## config.mk

```make
export PLATFORM = sky130hd
export DESIGN_NAME = alu_rr_arbiter
export DESIGN_NICKNAME = d
export VERILOG_FILES = /design/src/rtl/alu_rr_arbiter.sv
export SDC_FILE = /design/constraint.sdc
export NUM_CORES = 1
export LEC_CHECK = 0
export CORE_MARGIN = 2
export CORE_UTILIZATION = 48
export DETAILED_ROUTE_END_ITERATION = 8
export PLACE_DENSITY = 0.87
export SLEW_MARGIN = 20
export SYNTH_ARGS = -nofsm -noshare
export SYNTH_HDL_FRONTEND = slang
export SYNTH_SLANG_ARGS = --single-unit
export TNS_END_PERCENT = 5
```

## constraint.sdc

```tcl
create_clock -name clk -period 4 [get_ports clk]
set_input_delay 0.8 -clock clk [delete_from_list [all_inputs] [get_ports clk]]
set_output_delay 0.8 -clock clk [all_outputs]
set_load 0.02 [all_outputs]
```

## src/rtl/alu_rr_arbiter.sv

```systemverilog
// Round-robin arbiter sharing one single-cycle ALU among NUM_REQ requesters.
// One transaction in flight; a missing ALU ack completes with an error response.
module alu_rr_arbiter #(
    parameter int NUM_REQ     = 4,
    parameter int DATA_W      = 8,
    parameter int TIMEOUT_CYC = 8
) (
    input  logic                      clk,
    input  logic                      rst_n,
    input  logic [NUM_REQ-1:0]        s_valid,
    output logic [NUM_REQ-1:0]        s_ready,
    input  logic [2*NUM_REQ-1:0]      s_op,
    input  logic [DATA_W*NUM_REQ-1:0] s_a,
    input  logic [DATA_W*NUM_REQ-1:0] s_b,
    output logic [NUM_REQ-1:0]        r_valid,
    input  logic [NUM_REQ-1:0]        r_ready,
    output logic [DATA_W-1:0]         r_data,
    output logic                      r_err,
    output logic                      alu_req,
    output logic [1:0]                alu_op,
    output logic [DATA_W-1:0]         alu_a,
    output logic [DATA_W-1:0]         alu_b,
    input  logic                      alu_ack,
    input  logic [DATA_W-1:0]         alu_y
);

    localparam int unsigned NR = NUM_REQ;
    localparam int          PW = $clog2(NUM_REQ);
    localparam int          CW = $clog2(TIMEOUT_CYC + 1);

    typedef enum logic [1:0] {IDLE, ISSUE, WAIT, RESP} state_t;

    state_t              state, state_nxt;
    logic [PW-1:0]       ptr, id_q, winner;
    logic                found;
    int unsigned         scan_idx;
    logic [1:0]          sel_op, op_q;
    logic [DATA_W-1:0]   sel_a, sel_b, a_q, b_q, result_q;
    logic                err_q;
    logic [CW-1:0]       cnt;
    logic                grant, ack_hit, timeout_hit, resp_done;

    // Round-robin search starting at ptr; also muxes the winner's operands.
    always_comb begin
        winner   = '0;
        found    = 1'b0;
        scan_idx = 0;
        sel_op   = '0;
        sel_a    = '0;
        sel_b    = '0;
        for (int unsigned i = 0; i < NR; i++) begin
            scan_idx = 32'(ptr) + i;
            if (scan_idx >= NR)
                scan_idx = scan_idx - NR;
            if (!found && s_valid[PW'(scan_idx)]) begin
                found  = 1'b1;
                winner = PW'(scan_idx);
                sel_op = s_op[2*scan_idx +: 2];
                sel_a  = s_a[DATA_W*scan_idx +: DATA_W];
                sel_b  = s_b[DATA_W*scan_idx +: DATA_W];
            end
        end
    end

    // State register.
    always_ff @(posedge clk or negedge rst_n) begin
        if (!rst_n)
            state <= IDLE;
        else
            state <= state_nxt;
    end

    // Next-state logic and handshake outputs; s_ready is held low while reset is asserted.
    always_comb begin
        state_nxt   = state;
        s_ready     = '0;
        r_valid     = '0;
        alu_req     = 1'b0;
        grant       = 1'b0;
        ack_hit     = 1'b0;
        timeout_hit = 1'b0;
        resp_done   = 1'b0;
        case (state)
            IDLE: begin
                if (found && rst_n) begin
                    s_ready[winner] = 1'b1;
                    grant           = 1'b1;
                    state_nxt       = ISSUE;
                end
            end
            ISSUE: begin
                alu_req   = 1'b1;
                state_nxt = WAIT;
            end
            WAIT: begin
                if (alu_ack) begin
                    ack_hit   = 1'b1;
                    state_nxt = RESP;
                end else if (cnt == CW'(TIMEOUT_CYC - 1)) begin
                    timeout_hit = 1'b1;
                    state_nxt   = RESP;
                end
            end
            RESP: begin
                r_valid[id_q] = 1'b1;
                if (r_ready[id_q]) begin
                    resp_done = 1'b1;
                    state_nxt = IDLE;
                end
            end
            default: state_nxt = IDLE;
        endcase
    end

    // Latched request, response, timeout counter and round-robin pointer.
    always_ff @(posedge clk or negedge rst_n) begin
        if (!rst_n) begin
            ptr      <= '0;
            id_q     <= '0;
            op_q     <= '0;
            a_q      <= '0;
            b_q      <= '0;
            result_q <= '0;
            err_q    <= 1'b0;
            cnt      <= '0;
        end else begin
            if (grant) begin
                id_q <= winner;
                op_q <= sel_op;
                a_q  <= sel_a;
                b_q  <= sel_b;
            end
            if (state == ISSUE)
                cnt <= '0;
            else if (state == WAIT && !alu_ack)
                cnt <= cnt + CW'(1);
            if (ack_hit) begin
                result_q <= alu_y;
                err_q    <= 1'b0;
            end else if (timeout_hit) begin
                result_q <= '0;
                err_q    <= 1'b1;
            end
            if (resp_done)
                ptr <= (id_q == PW'(NR - 1)) ? '0 : id_q + PW'(1);
        end
    end

    assign alu_op = op_q;
    assign alu_a  = a_q;
    assign alu_b  = b_q;
    assign r_data = result_q;
    assign r_err  = err_q;

endmodule

```

==> flow_summary.json, run 1 <==
{
  "clockBufferDepth": 2,
  "ys_ff_latch": 37,
  "rsz0062_at_grt": "no",
  "setup_violations": 0,
  "cellPowerDensity_nw_per_um2": 769,
  "layout_setup_ws_ns": 0.206,
  "first_pass_iters": 4,
  "io_pins": 127,
  "leakagePower_nw": 2.26,
  "max_slew_margin_pct": 33.1,
  "yosys.area.top_type": "dfrtp_1",
  "wl_per_cell_um": 18.7,
  "cts_hold_buf": 0,
  "drc": 0,
  "drt_wl_total_um": 12300,
  "final_max_slew_viol_count": 0,
  "viasPerCell": 6.37,
  "synthesis.nets": 545,
  "cts_tree": "done",
  "syn_avg_cell_area_um2": 9.32,
  "dieArea_um2": 9300,
  "endpoint_kind": "output pin",
  "criticalPathCategory": "in -> out",
  "clk_pin_slew_ns": 0.08,
  "numCtsBuffers": 5,
  "ys_warn_count": 0,
  "htree_num_levels": 2,
  "n_antenna_cell": 0,
  "drt_first_iter_violations": 189,
  "die_height_um": 96.4,
  "r2r-start": "ptr[0]",
  "final.period_utilization_pct": 94.8,
  "regToRegSetupSlack_ns": 0.77,
  "clk_latency_ns": 0.30,
  "area_growth_pct": 35.8,
  "fin_crit_ns": 3.79,
  "crit_required_ns": 3.20,
  "crit_path_start_kind": "input pin",
  "synth.area.top_cells": "dfrtp_1, mux2i_1, mux4_2",
  "seq_area_frac_synth_pct": 22.6,
  "hold_path_class": "reg -> reg",
  "grt_pass1_wl_um": 19700,
  "ir_drop_uv": 564,
  "worstMarginPinSlew_ns": 1.00,
  "crit_arrival_ns": 2.99,
  "hold_violations": 0,
  "post-place-ws_ns": -0.0681,
  "setup_tns_ns": 0,
  "maxCapViolCount": 0,
  "ant_nets": 0,
  "hold_ws_ns": 0.504,
  "nNetsFinal": 658,
  "crit_fanout": 7,
  "place.gp.congestion": 0.827,
  "synth_top_area_share_pct": 22.6,
  "hpwl_um": 8570,
  "syn_inst": 440,
  "hp-start": "r_data[2]",
  "dieWidth_um": 96.4,
  "hold_end": "r_data[2]",
  "regToRegEndpoint": "alu_b[0]",
  "antenna_found_initial": 0,
  "cts_root_buffer": "clkbuf_8",
  "drive_gt1_share_pct": 14.3,
  "netlist_area_um2": 4100,
  "outcome": "complete, no violations",
  "rows": 33,
  "multi_input_area_um2": 2930,
  "utilization_pct": 67.4,
  "fmax_mhz": 264,
  "power_w": 0.00428,
  "clock_skew_ns": 0.00446,
  "numPortBuffers": 126,
  "cts_num_sinks": 37,
  "fp.coreArea_um2": 8260,
  "seqCellArea_um2": 930,
  "gr-total-overflow": 0,
  "grt_pass1_vias": 4245,
  "grt_max_degree": 74,
  "fillers": 663,
  "initial_core_util_pct": 49.7,
  "grtUsageTotal_pct": 27.3,
  "synth_cell_types": 44,
  "route.vias.total": 4195,
  "hold_path_depth": 1,
  "r2r_cells": 8
}
## layer usage
layer  wire length [um]  part of all wire, %  global-route usage [%]  vias to the layer above
met2               6230                   50                    47.9                      215
met4                233                  1.9                    10.4                        0
met3                985                  8.0                    5.82                       28
li1                   -                    -                       -                     1936
met5                  0                    0                       0                        -
met1               4900                   40                    32.9                     2016
## cell usage after synthesis (all sizes together)
master,n
mux2i,59
o21ai,46
nor2,43
dfrtp,37
o22ai,36
mux4,23
a21oi,22
buf,22
mux2,22
a211oi,18
a2bb2oi,18
clkbuf,17
ha,14
inv,10
nand2,10
a22o,8
and2,6
nor3b,4
nor3,3
a21o,2
and3b,2
nor2b,2
xor2,2
and4,1
clkinv,1
nand2b,1
nand3,1
nand4,1
nor4,1
nor4b,1
o211ai,1
o21a,1
o31ai,1
o32a,1
or2,1
or4,1
xnor2,1
## cells in the final DEF, fill, tap and decap left out, drive strengths merged, types with 2 or more instances in the layout
cell type,n
nor3,3
and2,6
nor2b,2
clkdlybuf4s50,121
clkbuf,5
inv,11
nand2,10
buf,20
dlygate4sd2,3
a211oi,18
bufinv,2
ha,14
a2bb2oi,18
mux4,23
xor2,2
o21ai,46
nor3b,4
mux2i,59
nor2,43
o22ai,36
dfrtp,37
a22o,8
a21oi,22
and3b,2
a21o,2
mux2,22
## worst max path at each step
| stage | startpoint | end | slack, ns | cells after the start |
|---|---|---|---|---|
| 2_1_floorplan | ptr[1] | s_ready[3] | 0.16 | 10 |
| 3_3_place_gp | s_valid[3] | s_ready[3] | 0.02 | 8 |
| 3_5_place_dp | s_valid[3] | s_ready[0] | -0.07 | 8 |
| 4_1_cts | s_valid[3] | s_ready[2] | 0.005 | 8 |
| 5_1_grt | s_valid[3] | s_ready[0] | 0.05 | 9 |
| 6_report | s_valid[3] | s_ready[0] | 0.21 | 8 |
## registers in the layout, indices dropped and copies added (netlist names)
register / count
alu_b: 8
r_err: 1
r_data: 8
id_q: 2
state: 2
alu_op: 2
alu_a: 8
ptr: 2
cnt: 4
## through the flow
step | instances | cell area [um^2]
after floorplan | 440 | 4100
after global placement | 651 | 5430
after detailed placement | 651 | 5430
after CTS | 659 | 5560
after global routing | 659 | 5570
final | 659 | 5570
## worst max-delay path: stages
cell	delay, ns
clkdlybuf4s50_1	0.51
mux4_2	0.55
nor4_1	0.21
o211ai_1	0.14
o21ai_0	0.10
buf_4	0.15
nor3b_1	0.17
dlygate4sd2_1	0.36
## power by group
| part | switching [W] | internal [W] |
|---|---|---|
| Clock | 0.000150 | 0.000251 |
| Combinational | 0.00175 | 0.00148 |
| Sequential | 0.000118 | 0.000538 |
## area by class of cell
| class | instances | share of cell area (%) |
|---|---|---|
| Clock buffer | 5 | 1.24 |
| Clock inverter | 3 | 1.24 |
| Inverter | 11 | 0.742 |
| Multi-Input combinational cell | 353 | 52.6 |
| Sequential cell | 37 | 16.7 |
| Tap cell | 105 | 2.36 |
| Timing Repair Buffer | 145 | 25.2 |
## cells by family (layout without fill, tap and decap cells)
logic type / Yosys count / in the layout / share of synthesized area [%]
AO/OA/AOI/OAI: 154 / 154 / 24.0
XOR/XNOR: 3 / 3 / 0.641
adder cells (fa/ha/maj): 14 / 14 / 4.27
buffers and inverters: 50 / 164 / 6.13
flip-flops: 37 / 37 / 22.6
multiplexers: 104 / 104 / 33.2
AND/OR/NAND/NOR: 78 / 78 / 9.22
## repair_timing
action | CTS | global route
endpoints found under the setup margin | 3 | 1
resized for setup | 3 | 1
setup buffers | 0 | 0
gates cloned | 0 | 0
(Power assumes the default switching activity.)
==> run 2: changes to the inputs <==
- HOLD_SLACK_MARGIN: default -> 0.05
==> results of run 2 <==
Same layout as run 1: the final DEF is identical, and so are final timing and power.
